==> src/rtl/exc_commit_ctrl_pkg.sv <==
// Shared CPU definitions: MIPS ExcCode values, exception vectors and the
// state encoding of the exception/ERET commit controller.
package cpu_defs;

  localparam logic [4:0] EXC_INT  = 5'd0;
  localparam logic [4:0] EXC_MOD  = 5'd1;
  localparam logic [4:0] EXC_TLBL = 5'd2;
  localparam logic [4:0] EXC_TLBS = 5'd3;
  localparam logic [4:0] EXC_ADEL = 5'd4;
  localparam logic [4:0] EXC_ADES = 5'd5;
  localparam logic [4:0] EXC_SYS  = 5'd8;
  localparam logic [4:0] EXC_BP   = 5'd9;
  localparam logic [4:0] EXC_RI   = 5'd10;
  localparam logic [4:0] EXC_OV   = 5'd12;

  localparam logic [31:0] VEC_BEV  = 32'hBFC00380;
  localparam logic [31:0] VEC_NORM = 32'h80000180;

  typedef enum logic [1:0] {
    ST_IDLE     = 2'd0,
    ST_FLUSH    = 2'd1,
    ST_REDIRECT = 2'd2
  } exc_state_e;

  function automatic logic [31:0] handler_vec(input logic bev);
    return bev ? VEC_BEV : VEC_NORM;
  endfunction

endpackage

==> src/rtl/exc_commit_ctrl_if.sv <==
// Pipeline-side bundle of the exception commit controller. The redirect is a
// valid/ready handshake: redirect_valid and redirect_pc hold stable until a
// cycle with redirect_ready=1, which completes the transfer on that edge.
interface exc_commit_if;
  import cpu_defs::*;

  logic        exc_req;
  logic [4:0]  exc_code;
  logic        exc_badvaddr_valid;
  logic [31:0] exc_badvaddr;
  logic        eret_req;
  logic [31:0] vic_inst_addr;
  logic        vic_is_delayslot;
  logic [7:0]  exp_asid;
  logic        bev;
  logic        ie;
  logic [7:0]  im;
  logic [5:0]  hw_int;
  logic [1:0]  sw_int;
  logic        redirect_ready;

  logic        status_exl;
  logic [31:0] epc;
  logic        cause_bd;
  logic [4:0]  cause_exccode;
  logic [31:0] badvaddr;
  logic [7:0]  exc_asid;
  logic        int_pending;
  logic        flush;
  logic        redirect_valid;
  logic [31:0] redirect_pc;
  logic        busy;
  exc_state_e  dbg_state;

  modport master (
    output exc_req, exc_code, exc_badvaddr_valid, exc_badvaddr, eret_req,
           vic_inst_addr, vic_is_delayslot, exp_asid, bev, ie, im, hw_int,
           sw_int, redirect_ready,
    input  status_exl, epc, cause_bd, cause_exccode, badvaddr, exc_asid,
           int_pending, flush, redirect_valid, redirect_pc, busy, dbg_state
  );

  modport slave (
    input  exc_req, exc_code, exc_badvaddr_valid, exc_badvaddr, eret_req,
           vic_inst_addr, vic_is_delayslot, exp_asid, bev, ie, im, hw_int,
           sw_int, redirect_ready,
    output status_exl, epc, cause_bd, cause_exccode, badvaddr, exc_asid,
           int_pending, flush, redirect_valid, redirect_pc, busy, dbg_state
  );

endinterface

==> src/rtl/exc_commit_ctrl.sv <==
// Exception/ERET commit controller: updates the exception CP0 fields, flushes
// the pipeline and holds a PC redirect until IF accepts it.
module exc_commit_ctrl
  import cpu_defs::*;
(
  input  logic        clk,
  input  logic        rst,
  exc_commit_if.slave bus
);

  exc_state_e  state_q, state_d;
  logic        exl_q, exl_d;
  logic [31:0] epc_q, epc_d;
  logic        bd_q, bd_d;
  logic [4:0]  code_q, code_d;
  logic [31:0] badvaddr_q, badvaddr_d;
  logic [7:0]  asid_q, asid_d;
  logic        int_pending_q, int_pending_d;
  logic        flush_q, flush_d;
  logic        rv_q, rv_d;
  logic [31:0] target_q, target_d;

  always_ff @(posedge clk) begin
    if (rst) begin
      state_q       <= ST_IDLE;
      exl_q         <= 1'b1;
      epc_q         <= '0;
      bd_q          <= 1'b0;
      code_q        <= '0;
      badvaddr_q    <= '0;
      asid_q        <= '0;
      int_pending_q <= 1'b0;
      flush_q       <= 1'b0;
      rv_q          <= 1'b0;
      target_q      <= '0;
    end else begin
      state_q       <= state_d;
      exl_q         <= exl_d;
      epc_q         <= epc_d;
      bd_q          <= bd_d;
      code_q        <= code_d;
      badvaddr_q    <= badvaddr_d;
      asid_q        <= asid_d;
      int_pending_q <= int_pending_d;
      flush_q       <= flush_d;
      rv_q          <= rv_d;
      target_q      <= target_d;
    end
  end

  // Requests arriving outside IDLE belong to instructions being flushed.
  always_comb begin
    state_d = state_q;
    case (state_q)
      ST_IDLE:     if (bus.exc_req || bus.eret_req) state_d = ST_FLUSH;
      ST_FLUSH:    state_d = ST_REDIRECT;
      ST_REDIRECT: if (bus.redirect_ready) state_d = ST_IDLE;
      default:     state_d = ST_IDLE;
    endcase
  end

  always_comb begin
    exl_d      = exl_q;
    epc_d      = epc_q;
    bd_d       = bd_q;
    code_d     = code_q;
    badvaddr_d = badvaddr_q;
    asid_d     = asid_q;
    flush_d    = flush_q;
    rv_d       = rv_q;
    target_d   = target_q;
    case (state_q)
      ST_IDLE: begin
        if (bus.exc_req) begin
          // A nested exception keeps the EPC/BD of the original victim.
          if (!exl_q) begin
            epc_d = bus.vic_inst_addr;
            bd_d  = bus.vic_is_delayslot;
          end
          code_d   = bus.exc_code;
          asid_d   = bus.exp_asid;
          exl_d    = 1'b1;
          if (bus.exc_badvaddr_valid) badvaddr_d = bus.exc_badvaddr;
          target_d = handler_vec(bus.bev);
          flush_d  = 1'b1;
        end else if (bus.eret_req) begin
          exl_d    = 1'b0;
          target_d = epc_q;
          flush_d  = 1'b1;
        end
      end
      ST_FLUSH: begin
        flush_d = 1'b1;
        rv_d    = 1'b1;
      end
      ST_REDIRECT: begin
        if (bus.redirect_ready) begin
          flush_d = 1'b0;
          rv_d    = 1'b0;
        end
      end
      default: begin
        flush_d = 1'b0;
        rv_d    = 1'b0;
      end
    endcase
  end

  assign int_pending_d = (|({bus.hw_int, bus.sw_int} & bus.im)) & bus.ie & ~exl_q
                         & (state_q == ST_IDLE);

  assign bus.status_exl     = exl_q;
  assign bus.epc            = epc_q;
  assign bus.cause_bd       = bd_q;
  assign bus.cause_exccode  = code_q;
  assign bus.badvaddr       = badvaddr_q;
  assign bus.exc_asid       = asid_q;
  assign bus.int_pending    = int_pending_q;
  assign bus.flush          = flush_q;
  assign bus.redirect_valid = rv_q;
  assign bus.redirect_pc    = target_q;
  assign bus.busy           = (state_q != ST_IDLE);
  assign bus.dbg_state      = state_q;

endmodule

==> src/flat_wrapper.sv <==
// flat-port wrapper written by rule: the top's interface ports become plain ports
module exc_commit_ctrl_flat import cpu_defs::*;
  (clk, rst, bus_exc_req, bus_exc_code, bus_exc_badvaddr_valid, bus_exc_badvaddr, bus_eret_req, bus_vic_inst_addr, bus_vic_is_delayslot, bus_exp_asid, bus_bev, bus_ie, bus_im, bus_hw_int, bus_sw_int, bus_redirect_ready, bus_status_exl, bus_epc, bus_cause_bd, bus_cause_exccode, bus_badvaddr, bus_exc_asid, bus_int_pending, bus_flush, bus_redirect_valid, bus_redirect_pc, bus_busy, bus_dbg_state);
  exc_commit_if bus_i ();
  input  logic clk;
  input  logic rst;
  input wire logic [$bits(bus_i.exc_req)-1:0] bus_exc_req;
  input wire logic [$bits(bus_i.exc_code)-1:0] bus_exc_code;
  input wire logic [$bits(bus_i.exc_badvaddr_valid)-1:0] bus_exc_badvaddr_valid;
  input wire logic [$bits(bus_i.exc_badvaddr)-1:0] bus_exc_badvaddr;
  input wire logic [$bits(bus_i.eret_req)-1:0] bus_eret_req;
  input wire logic [$bits(bus_i.vic_inst_addr)-1:0] bus_vic_inst_addr;
  input wire logic [$bits(bus_i.vic_is_delayslot)-1:0] bus_vic_is_delayslot;
  input wire logic [$bits(bus_i.exp_asid)-1:0] bus_exp_asid;
  input wire logic [$bits(bus_i.bev)-1:0] bus_bev;
  input wire logic [$bits(bus_i.ie)-1:0] bus_ie;
  input wire logic [$bits(bus_i.im)-1:0] bus_im;
  input wire logic [$bits(bus_i.hw_int)-1:0] bus_hw_int;
  input wire logic [$bits(bus_i.sw_int)-1:0] bus_sw_int;
  input wire logic [$bits(bus_i.redirect_ready)-1:0] bus_redirect_ready;
  output wire logic [$bits(bus_i.status_exl)-1:0] bus_status_exl;
  output wire logic [$bits(bus_i.epc)-1:0] bus_epc;
  output wire logic [$bits(bus_i.cause_bd)-1:0] bus_cause_bd;
  output wire logic [$bits(bus_i.cause_exccode)-1:0] bus_cause_exccode;
  output wire logic [$bits(bus_i.badvaddr)-1:0] bus_badvaddr;
  output wire logic [$bits(bus_i.exc_asid)-1:0] bus_exc_asid;
  output wire logic [$bits(bus_i.int_pending)-1:0] bus_int_pending;
  output wire logic [$bits(bus_i.flush)-1:0] bus_flush;
  output wire logic [$bits(bus_i.redirect_valid)-1:0] bus_redirect_valid;
  output wire logic [$bits(bus_i.redirect_pc)-1:0] bus_redirect_pc;
  output wire logic [$bits(bus_i.busy)-1:0] bus_busy;
  output wire logic [$bits(bus_i.dbg_state)-1:0] bus_dbg_state;
  assign bus_i.exc_req = bus_exc_req;
  assign bus_i.exc_code = bus_exc_code;
  assign bus_i.exc_badvaddr_valid = bus_exc_badvaddr_valid;
  assign bus_i.exc_badvaddr = bus_exc_badvaddr;
  assign bus_i.eret_req = bus_eret_req;
  assign bus_i.vic_inst_addr = bus_vic_inst_addr;
  assign bus_i.vic_is_delayslot = bus_vic_is_delayslot;
  assign bus_i.exp_asid = bus_exp_asid;
  assign bus_i.bev = bus_bev;
  assign bus_i.ie = bus_ie;
  assign bus_i.im = bus_im;
  assign bus_i.hw_int = bus_hw_int;
  assign bus_i.sw_int = bus_sw_int;
  assign bus_i.redirect_ready = bus_redirect_ready;
  assign bus_status_exl = bus_i.status_exl;
  assign bus_epc = bus_i.epc;
  assign bus_cause_bd = bus_i.cause_bd;
  assign bus_cause_exccode = bus_i.cause_exccode;
  assign bus_badvaddr = bus_i.badvaddr;
  assign bus_exc_asid = bus_i.exc_asid;
  assign bus_int_pending = bus_i.int_pending;
  assign bus_flush = bus_i.flush;
  assign bus_redirect_valid = bus_i.redirect_valid;
  assign bus_redirect_pc = bus_i.redirect_pc;
  assign bus_busy = bus_i.busy;
  assign bus_dbg_state = bus_i.dbg_state;
  exc_commit_ctrl u_core (.clk(clk), .rst(rst), .bus(bus_i));
endmodule
==> config.mk <==
export PLATFORM = sky130hd
export DESIGN_NAME = exc_commit_ctrl_flat
export DESIGN_NICKNAME = d
export VERILOG_FILES = /design/src/rtl/exc_commit_ctrl_pkg.sv /design/src/rtl/exc_commit_ctrl_if.sv /design/src/rtl/exc_commit_ctrl.sv /design/src/flat_wrapper.sv
export SDC_FILE = /design/constraint.sdc
export NUM_CORES = 1
export LEC_CHECK = 0
export ABC_AREA = 1
export CORE_MARGIN = 2
export CORE_UTILIZATION = 55
export DETAILED_ROUTE_END_ITERATION = 12
export DONT_BUFFER_PORTS = 1
export PLACE_DENSITY = 0.82
export SYNTH_ARGS = -nofsm -noshare
export SYNTH_HDL_FRONTEND = slang
export SYNTH_SLANG_ARGS = --single-unit
==> constraint.sdc <==
create_clock -name clk -period 1.5 [get_ports clk]
set_input_delay 0.225 -clock clk [delete_from_list [all_inputs] [get_ports clk]]
set_output_delay 0.225 -clock clk [all_outputs]
set_load 0.1 [all_outputs]
Word level (Yosys, flattened, before mapping)
Index checks and enable logic that the tools add are counted. W data, S select, Z words.

Equal/unequal tests: 5. Bitwise gates (word level): 6. Muxes and demuxes: 13. Reductions and logical operators: 12.

Operator list (number): $mux W32 (2); $mux W30 (1); $reduce_and A2 Y1 (5); $and A8 B8 Y8 (1); $reduce_or A8 Y1 (1); $pmux W1 S3 (2); $pmux W2 S3 (1); $reduce_and A3 Y1 (2); $mux W1 (5); $mux W2 (2); $reduce_bool A2 Y1 (2); $and A1 B1 Y1 (3); $ne A3 B3 Y1 const B (1); $eq A2 B1 Y1 const B (1); $eq A2 B2 Y1 const B (1); $logic_not A2 Y1 (1); $ne A2 B1 Y1 const B (1); $ne A2 B2 Y1 const B (1); $not A1 Y1 (2); $logic_or A1 B1 Y1 (1).

Bits of input ports: 102. Output and inout port bits: 117. Register bits after elaboration: 116. Logic and storage cells: 47.

Logic depth before layout (Yosys ltp)
Word-level depth: 5. Mapped depth: 9. Gate-level depth less buffers: 6.

Worst setup path after synthesis
No wires, ideal clock.

Path kind: flip-flop to output port. From: reg u_core.state_q[1], in the netlist u_core.bus.dbg_state[1]. To: out bus_busy. Data arrival time: 2.055 ns. Required time: 1.275 ns. Cell stages (with the launch flop): 5. Path buffers: 2. Path slack: -0.780 ns. Path through: dfxtp_1 > nor2_4 > buf_4 > buf_2 > inv_1.

Longest elaborated chain between the ends: 1.

RTL lines: start: declaration (line exc_commit_ctrl.sv:11) `exc_state_e state_q, state_d;`; start signal: assignment (line exc_commit_ctrl.sv:37) `state_q <= state_d;`; $reduce_bool A2 Y1 (line exc_commit_ctrl.sv:122) `assign bus.busy = (state_q != ST_IDLE);`; end: declaration (line flat_wrapper.sv:31) `output wire logic [$bits(bus_i.busy)-1:0] bus_busy;`.

Every way passes these cells.

Worst setup path after layout
Same ends and word-level chain as after synthesis.

==> run_results.csv <==
group,metric,value,unit
run_status,status,"finished with violations",
run_status,violations,"hold timing, setup timing",
sta,hold_violations,87,
floorplan,start_util,56.1,%
job,maxCapViolCount,0,
placed_design,gp_congestion,0.788,
sta,period_share,108,%
floorplan,fp-row-count,33,
critical_path,r2r_slack,-10,ps
finish,num_antenna_cells,0,
synthesis,synth_area_per_cell,7.35,um^2
route,met1Wirelength,5.70,mm
synthesis,yosysMostFrequentCell,"nand2_1",
synthesis,synth_cell_types,19,
sta,finalSetupViolCount,2,
synthesis,seq_area_frac_synth,50.9,%
clock_tree,clk_pin_slew_worst_paths,60,ps
finish,multi_input_comb_area,1870,um^2
synthesis,synth-seq-cells,116,
synthesis,synth_top_cell_area_share,50.9,%
sta,hold_ws,-218,ps
route,avgRoutedWirePerCell,18.5,um
sta,finalWorstSetupSlack,-124,ps
sta,rsz0062_at_grt,"yes",
placed_design,io_buffers,0,
critical_path,critPathRequiredTime,1270,ps
clock_tree,cts_root_buf,"clkbuf_8",
clock_tree,ctsHoldBuffers,33,
critical_path,rr_worst_depth,7,
critical_path,critPathLaunchType,"flop",
critical_path,crit_path_start,"u_core.bus.dbg_state[1]",
route,drc,0,
synthesis,yosys-top-cells-area,"dfxtp_1, nand2_1, a21oi_1",
placed_design,dp_hpwl,8.69,mm
power,p_total,10300,uW
floorplan,fp.dieH,95.1,um
floorplan,ios,219,
worst_hold_path,hold_path.class,"primary input to flop",
synthesis,yosys.area.top_type,"dfxtp_1",
route,wl_met3,1.61,mm
route,drt-initial-drc-count,338,
power,power.leakage,0.00282,uW
critical_path,crit_arrival,1400,ps
synthesis,synth_enable_flop_cells,0,
route,dr.pass1.iters,6,
critical_path,rr_startpoint,"u_core.bus.dbg_state[1]",
clock_tree,cts_max_level,4,
critical_path,reg2reg_to,"u_core.bus.redirect_pc[23]",
synthesis,syn_nets,723,
power,irDropWorstVdd,0.990,mV
clock_tree,cts_num_sinks,116,
critical_path,end_kind,"output pin",
route,route.met2.wl,8.22,mm
route,vias_per_cell,5.70,
clock_tree,tritoncts,"yes",
sta,layout_min_cycle_time,1620,ps
critical_path,critical_path.max_fanout,3,
finish,drive_gt1_share,23.6,%
clock_tree,cts_buffers,17,
grt,grt-ovfl-total,0,
sta,fmax,0.616,GHz
synthesis,synth_area,4560,um^2
clock_tree,cts_buffer_depth,2,
critical_path,criticalPathCategory,"flop to output pin",
synthesis,async_reset_ff_share,0,%
synthesis,synth-main-ff-cell,"dfxtp_1",
synthesis,netlist_instances,621,
route,vias,5026,
grt,grt_pass1_wl,23.9,mm
power,powerDensity,1560,nW/um^2
sta,fin_skew,6.61,ps
route,ant_nets,0,
synthesis,ys_warn_count,0,
route,detail_route.wirelength,16.3,mm
grt,grt_max_degree,89,
grt,grt_antenna_before_repair,0,
grt,grtUsageTotal,34.9,%
clock_tree,clk_latency,500,ps
route,top_layer_used,"met4",
finish,regArea,2330,um^2
finish,nNetsFinal,865,
grt,grt_pass1_vias,4868,
floorplan,die_x,95.1,um
floorplan,die_area,9040,um^2
floorplan,coreArea,8130,um^2
sta,fin_setup_tns,-138,ps
sta,slew_violations,0,
synthesis,synthTopCellsByCount,"nand2_1, dfxtp_1, a21oi_1, nand3_1, nor2_1",
finish,area_delta_synth_final,44.3,%
critical_path,cp-endpoint,"bus_busy",
sta,tightest_slew,1000,ps
finish,fill_cells,475,
sta,slew_headroom,32.9,%
-- stage by stage --
| step | area (um^2) | cells | setup slack, ps | utilization, % | hold slack, ps |
|---|---|---|---|---|---|
| global route | 6590 | 881 | -149 | 81.0 | -237 |
| detailed placement | 5480 | 810 | 111 | 67.4 | 301 |
| floorplan | 4570 | 621 | -218 | - | 378 |
| CTS | 6520 | 879 | -93.5 | 80.2 | -236 |
| global placement | 5480 | 810 | 164 | 67.4 | 300 |
| finish | 6590 | 881 | -124 | 81.0 | -218 |
-- power by group --
group / internal, uW / total [uW] / switching [uW]
clock network: 3030 / 4450 / 1430
logic: 572 / 2470 / 1900
registers: 3250 / 3350 / 95.8
total: 6850 / 10300 / 3420
-- routing by layer --
metal	vias to the layer above	global-route usage [%]
li1	2284	-
met1	2338	37.9
met2	333	59.7
met3	71	10.6
met4	0	20.7
met5	-	0
-- worst min-delay path by stage --
stage / from / end / slack (ps) / cells past startpoint
2_1_floorplan: bus_ie / u_core.bus.int_pending / 380 / 2
3_3_place_gp: rst / u_core.bus.badvaddr[16] / 300 / 1
3_5_place_dp: rst / u_core.bus.badvaddr[11] / 300 / 1
4_1_cts: rst / u_core.bus.badvaddr[11] / -240 / 1
5_1_grt: rst / u_core.bus.badvaddr[18] / -240 / 1
6_report: rst / u_core.bus.badvaddr[2] / -220 / 1
-- worst max-delay path: stages, from the launching register on --
cell and delay [ps]:
dfxtp_2 330, nor2_4 150, buf_12 120, clkinvlp_4 100, buf_12 180
-- state kept, by name, summed over array words and instances, names as in the netlist --
name,count
u_core.bus.badvaddr,32
u_core.bus.epc,32
u_core.bus.redirect_pc,32
u_core.bus.exc_asid,8
u_core.bus.cause_exccode,5
u_core.bus.dbg_state,2
u_core.bus.cause_bd,1
u_core.bus.flush,1
u_core.bus.int_pending,1
u_core.bus.redirect_valid,1
u_core.bus.status_exl,1
-- what timing repair did --
item / in CTS / in global routing
endpoints found under the hold margin: 106 / 87
pin swaps: 1 / 1
gates cloned: 1 / 1
endpoints found under the setup margin: 1 / 62
buffers inserted: 3 / 1
resized for setup: 0 / 8
-- cell type report --
| class | count | share of cell area, % |
|---|---|---|
| clock buffers | 18 | 6.34 |
| clock inverters | 14 | 3.55 |
| inverters | 39 | 2.32 |
| multi-input cells | 420 | 28.3 |
| flip-flops and latches | 116 | 35.3 |
| well taps | 105 | 1.99 |
| repair buffers | 169 | 22.1 |
-- cells by family (layout without fill, tap and decap cells) --
family | after synthesis | count (layout) | share of synthesized area [%]
AND/OR/NAND/NOR | 311 | 311 | 28.6
buffers and inverters | 85 | 240 | 8.58
AO/OA/AOI/OAI | 109 | 109 | 12.0
flip-flops | 116 | 116 | 50.9
-- placed cells by master (no fill, tap or decap), types with 2 or more instances in the layout --
cell	count
a21oi_1	92
buf_12	4
buf_4	126
buf_6	4
bufinv_16	6
clkbuf_16	17
clkinv_2	4
clkinv_4	3
clkinvlp_4	2
dfxtp_1	113
dfxtp_2	3
dlygate4sd3_1	33
inv_1	34
inv_2	3
nand2_1	143
nand3_1	86
nor2_1	73
o21ai_0	17
or2_2	3
No activity file was read; power rests on OpenSTA's default activity.
